<file path="src/rtl/register_unit_pkg.sv">
// Shared types and constants for the integer register file.
package register_unit_pkg;

   localparam int XLEN   = 32;
   localparam int NREGS  = 32;
   localparam int REG_AW = 5;

   typedef logic [XLEN-1:0]   word_t;
   typedef logic [REG_AW-1:0] reg_addr_t;

   localparam reg_addr_t REG_ZERO = 5'd0;
   localparam reg_addr_t REG_SP   = 5'd2;

   // True when an address names a real, writable register (never x0).
   function automatic logic is_writable(input reg_addr_t addr);
      return (addr != REG_ZERO);
   endfunction

endpackage

</file>
<file path="src/rtl/register_unit_read_port.sv">
// One combinational read port of the register file: address mux with x0
// forced to zero. When REGISTER_UNIT_BYPASS_EN is defined, a pending write
// to the same address is forwarded to the output before the clock edge.
module register_unit_read_port
   import register_unit_pkg::*;
(
   input  logic [NREGS-1:0][XLEN-1:0] regs,
   input  logic [REG_AW-1:0]          addr,
`ifdef REGISTER_UNIT_BYPASS_EN
   input  logic [REG_AW-1:0]          wr_addr,
   input  logic [XLEN-1:0]            wr_data,
   input  logic                       wr_en,
`endif
   output logic [XLEN-1:0]            rdata
);

   word_t rdata_s;

   // Select the read data; x0 always reads zero and is never forwarded.
   always_comb begin
      rdata_s = '0;
      if (addr == REG_ZERO) begin
         rdata_s = '0;
      end
`ifdef REGISTER_UNIT_BYPASS_EN
      else if (wr_en && is_writable(wr_addr) && (wr_addr == addr)) begin
         rdata_s = wr_data;
      end
`endif
      else begin
         rdata_s = regs[addr];
      end
   end

   assign rdata = rdata_s;

endmodule

</file>
<file path="src/rtl/register_unit.sv">
// Integer register file: 32 x XLEN, two combinational read ports and one
// synchronous write port. x0 reads as zero; x2 resets to SP_INIT.
// Optional macro REGISTER_UNIT_BYPASS_EN enables write-through forwarding.
module register_unit
   import register_unit_pkg::*;
#(
   parameter logic [XLEN-1:0] SP_INIT = 32'h0000_0000
)
(
   input  logic              clk,
   input  logic              rst_n,
   input  logic [REG_AW-1:0] rs1,
   input  logic [REG_AW-1:0] rs2,
   input  logic [REG_AW-1:0] rd,
   input  logic [XLEN-1:0]   DataWr,
   input  logic              RUWr,
   output logic [XLEN-1:0]   RURs1,
   output logic [XLEN-1:0]   RURs2
);

   // Entry 0 is held at zero; the read ports never select it anyway.
   logic [NREGS-1:0][XLEN-1:0] regs_r;

`ifdef REGISTER_UNIT_BYPASS_EN
   // Reset outranks a write, so a write is not forwarded while in reset.
   logic wr_fwd_en_s;
   assign wr_fwd_en_s = RUWr & rst_n;
`endif

   // Storage: async clear (x2 loaded with SP_INIT), else capture writes to x1..x31.
   always_ff @(posedge clk or negedge rst_n) begin
      if (!rst_n) begin
         regs_r         <= '0;
         regs_r[REG_SP] <= SP_INIT;
      end else if (RUWr && is_writable(rd)) begin
         regs_r[rd] <= DataWr;
      end
   end

   register_unit_read_port u_port1 (
      .regs    (regs_r),
      .addr    (rs1),
`ifdef REGISTER_UNIT_BYPASS_EN
      .wr_addr (rd),
      .wr_data (DataWr),
      .wr_en   (wr_fwd_en_s),
`endif
      .rdata   (RURs1)
   );

   register_unit_read_port u_port2 (
      .regs    (regs_r),
      .addr    (rs2),
`ifdef REGISTER_UNIT_BYPASS_EN
      .wr_addr (rd),
      .wr_data (DataWr),
      .wr_en   (wr_fwd_en_s),
`endif
      .rdata   (RURs2)
   );

endmodule

</file>
<file path="config.mk">
export PLATFORM = sky130hd
export DESIGN_NAME = register_unit
export DESIGN_NICKNAME = d
export VERILOG_FILES = /design/src/rtl/register_unit_pkg.sv /design/src/rtl/register_unit_read_port.sv /design/src/rtl/register_unit.sv
export SDC_FILE = /design/constraint.sdc
export NUM_CORES = 2
export LEC_CHECK = 0
export BUFFER_PORTS_ARGS = -buffer_cell sky130_fd_sc_hd__buf_2
export CAP_MARGIN = 20
export CORE_MARGIN = 4
export CORE_UTILIZATION = 47
export CTS_BUF_LIST = sky130_fd_sc_hd__clkbuf_8 sky130_fd_sc_hd__clkbuf_16
export DETAILED_ROUTE_END_ITERATION = 8
export HOLD_SLACK_MARGIN = 0.15
export PLACE_DENSITY_LB_ADDON = 0.05
export RECOVER_POWER = 100
export SYNTH_ARGS = -nofsm -noshare
export SYNTH_HDL_FRONTEND = slang
export SYNTH_SLANG_ARGS = --single-unit
</file>
<file path="constraint.sdc">
create_clock -name clk -period 3.4 [get_ports clk]
set_clock_uncertainty 0.05 [all_clocks]
set_input_delay 0.85 -clock clk [delete_from_list [all_inputs] [get_ports clk]]
set_output_delay 0.85 -clock clk [all_outputs]
set_load 0.1 [all_outputs]
</file>
==> results.toml <==
[status]
status = "finished with violations"
violations = "max-capacitance violations, max-slew violations, negative setup slack"

[worst_setup_path]
crit_path_end_kind = "output port"
crit_path_start_kind = "input port"
cpMaxStageDelayCell = "a221o_1"
required_ns = 2.50
timing.rr.end = "regs_r[325]"
reg2reg_from = "regs_r[325]"
cp-endpoint = "RURs2[16]"
cp_max_fo = 8
path_cells = "buf_16, buf_16, buf_12, mux4_2, mux2i_2, a221o_1, a31oi_4, buf_12"
cp.buffers_inverters = 4
crit_type = "in2out"
path_depth = 8
crit_path_start = "rs2[0]"
reg2reg_depth = 2
rrSetupSlack_ns = 2.43
worst_path_largest_cell_delay_ns = 0.39
critPathArrivalTime_ns = 2.76
cpLargestDelayFamily = "compound AO/OA/AOI/OAI gates"

[logic_synthesis]
yosysSeqAreaShare_pct = 47.2
ys_warn_count = 0
syn-cell-area_um2 = 54300
syn_nets = 3628
synth_cell_types = 35
post_synth_inst_count = 3578
synth-seq-cells = 1024
syn_area_per_cell_um2 = 15.2

[layout]
areaGrowthSynthToFinish_pct = 27.3
final_cells = 5553
multi_input_area_um2 = 29300
seqCellArea_um2 = 25600
drive_gt1_share_pct = 64.1
nets = 3986
fillers = 8570
reg_top3 = "regs_r x1024"
fin_util_pct = 60.4
largest_reg_flops = 1024
regMostFlops = "regs_r"

[floorplanning]
num_rows = 124
initial_core_util_pct = 47.4
core_area_um2 = 115000
fp.dieH_um = 348
die_w_um = 348
die-area_um2 = 121000
ios = 114

[sta]
fin_crit_ns = 3.66
fmax_ghz = 0.273
worst_pin_slew_ns = 2.22
period_share_pct = 108
hold_viol = 0
maxSlewViolCount = 529
setup-violations-final = 73
rsz0062_at_grt = "yes"
setup_ws_ns = -0.264
fin_tns_setup_ns = -7.10
relSlewSlack_pct = -47.9

[global_routing]
gr-usage-all-layers_pct = 33.8
grt_max_degree = 135
antenna_found_initial = 8
grt_pass1_vias = 39825
grt_pass1_wl_um = 295000
overflow = 0

[placement]
place_inst = 5213
gp_congestion = 0.833
portBuffers = 113
place_ws_ns = -0.429
dpl.hpwl_um = 123000

[power_and_ir_drop]
seqPwrFrac_pct = 41.5
clkPwrFrac_pct = 32.5
fin_total_pwr_mw = 39.4
p_comb_share_pct = 26.0
p_leak_nw = 29.7
intPower_mw = 27.7
p_switching_mw = 11.8
switching_share_pct = 29.8
power_density_nw_per_um2 = 570
irDropWorstVdd_v = 0.000468

[clock_network]
clkLatencyLatePin_ns = 0.72
cts-root-buf = "clkbuf_16"
clkSlewWorstSetupHoldPaths_ns = 0.06
numCtsBuffers = 117
cts_sinks = 1024
htree_num_levels = 3
cts_max_path_buffers = 3
cts_tree = "done"

[routing]
vias = 37585
ant_nets = 0
wl_um = 206000
wl_per_cell_um = 37.1
routed_via_density = 6.77
firstDrtPassIters = 7
drc = 0
drt_iter0_drc = 3707

[min_path]
hp-class = "reg2reg"

[run]
maxCapViolations = 18
-- worst register-to-register path, delay by kind of cell (launching register included) --
| kind | cells | cell delay (ns) |
|---|---|---|
| buffers and inverters | 1 | 0.15 |
| DFF | 1 | 0.40 |
| muxes | 1 | 0.25 |
-- how the worst min path moves through the flow --
stage                     cells past startpoint  startpoint         end
after floorplan                               1   regs_r[0]   regs_r[0]
after global placement                        0  regs_r[12]  regs_r[12]
after detailed placement                      0   regs_r[3]   regs_r[3]
after CTS                                     0   regs_r[4]   regs_r[4]
after global routing                          0   regs_r[6]   regs_r[6]
final                                         0   regs_r[3]   regs_r[3]
-- kinds of logic after synthesis --
kind of cell / count (synthesis) / synth area share [%]
buffers and inverters: 425 / 3.73
multiplexers: 1664 / 43.3
AND/OR/NAND/NOR: 128 / 1.18
flip-flops: 1024 / 47.2
AO/OA/AOI/OAI: 337 / 4.58
-- layout make-up --
cell class                 count  area share [%]
timing repair buffer         662            12.1
antenna                        8          0.0290
multi-input combinational   2129            42.4
clock inverter                64           0.675
inverter                       2          0.0253
clock buffer                 152            4.96
tap                         1512            2.74
sequential                  1024            37.1
-- synth_stat cells --
| cell type | n | share of area, % |
|---|---|---|
| mux2i_1 | 192 | 3.5 |
| mux4_2 | 448 | 19 |
| buf_6 | 7 | 0.15 |
| o2111ai_1 | 15 | 0.24 |
| buf_2 | 96 | 0.88 |
| buf_1 | 49 | 0.34 |
| a211oi_1 | 32 | 0.44 |
| nand3b_1 | 4 | 0.055 |
| a22oi_1 | 64 | 0.88 |
| inv_1 | 2 | 0.014 |
| a221o_1 | 32 | 0.59 |
| a221oi_1 | 49 | 0.79 |
| a31oi_1 | 32 | 0.37 |
| and2_1 | 2 | 0.023 |
| nand3_1 | 2 | 0.018 |
| a311oi_1 | 32 | 0.52 |
| clkbuf_1 | 217 | 1.5 |
| o21ai_0 | 56 | 0.52 |
| or3b_2 | 1 | 0.016 |
| buf_12 | 2 | 0.074 |
| nor2_1 | 24 | 0.17 |
| dfrtp_1 | 1024 | 47 |
| nor3b_1 | 4 | 0.055 |
| nand2b_1 | 1 | 0.012 |
| nand2_1 | 46 | 0.32 |
| buf_4 | 48 | 0.66 |
| and3b_1 | 2 | 0.032 |
| or2_2 | 2 | 0.023 |
| nor2b_1 | 37 | 0.43 |
| and3_1 | 1 | 0.012 |
| o21ai_1 | 25 | 0.23 |
| mux2_2 | 1024 | 21 |
| or4_1 | 1 | 0.014 |
| nor3_1 | 1 | 0.0092 |
| buf_8 | 4 | 0.11 |
-- placed cells by master, fill, tap and decap left out, types with 8 or more instances in the layout --
| cell type | count |
|---|---|
| a211oi_1 | 9 |
| a211oi_2 | 19 |
| a221o_1 | 32 |
| a221oi_1 | 20 |
| a221oi_2 | 24 |
| a22oi_1 | 20 |
| a22oi_2 | 44 |
| a311oi_4 | 32 |
| a31oi_4 | 32 |
| buf_12 | 177 |
| buf_16 | 50 |
| buf_2 | 37 |
| buf_4 | 264 |
| buf_6 | 35 |
| buf_8 | 24 |
| clkbuf_1 | 28 |
| clkbuf_16 | 126 |
| clkbuf_2 | 31 |
| clkbuf_8 | 33 |
| clkinv_2 | 24 |
| dfrtp_1 | 1024 |
| diode_2 | 8 |
| inv_1 | 30 |
| mux2_2 | 1000 |
| mux2_4 | 22 |
| mux2i_1 | 172 |
| mux2i_2 | 16 |
| mux4_2 | 448 |
| nand2_1 | 39 |
| nor2_1 | 10 |
| nor2_4 | 13 |
| nor2b_1 | 17 |
| nor2b_2 | 8 |
| nor2b_4 | 12 |
| o2111ai_2 | 9 |
| o21ai_1 | 29 |
| o21ai_2 | 28 |
| o21ai_4 | 24 |
-- what timing repair did --
action                                  in CTS  in global routing
setup buffers                               64                 45
endpoints found under the setup margin      64                 64
gates resized for setup                    266                174
hold buffers                                 1                  0
pin swaps                                   65                 84
gates cloned                                29                  8
endpoints found under the hold margin       21                  0
-- per-stage QoR --
stage | hold slack (ns) | instance area (um^2)
3_3_place_gp | 0.327 | 62400
2_1_floorplan | 0.391 | 56100
6_report | 0.344 | 69100
3_5_place_dp | 0.333 | 62400
5_1_grt | 0.360 | 69100
4_1_cts | 0.347 | 68700
-- layer usage --
layer / GRT usage (%) / vias up / wire length, um
met2: 52.9 / 1862 / 96000
met5: 0 / - / 26
met4: 14.3 / 4 / 9970
li1: - / 14749 / -
met1: 46.6 / 20473 / 83600
met3: 6.48 / 497 / 16700
-- power groups by stage --
stage                     registers [mW]  logic (mW)  clock network [mW]
after CTS                           16.3        9.99                13.0
after floorplan                     15.7        6.83                   0
after detailed placement            16.5        9.44                   0
final                               16.4        10.2                12.8
after global routing                16.6        10.8                13.5
after global placement              16.2        9.20                   0
Note: power is estimated with default switching activity, not from simulation.
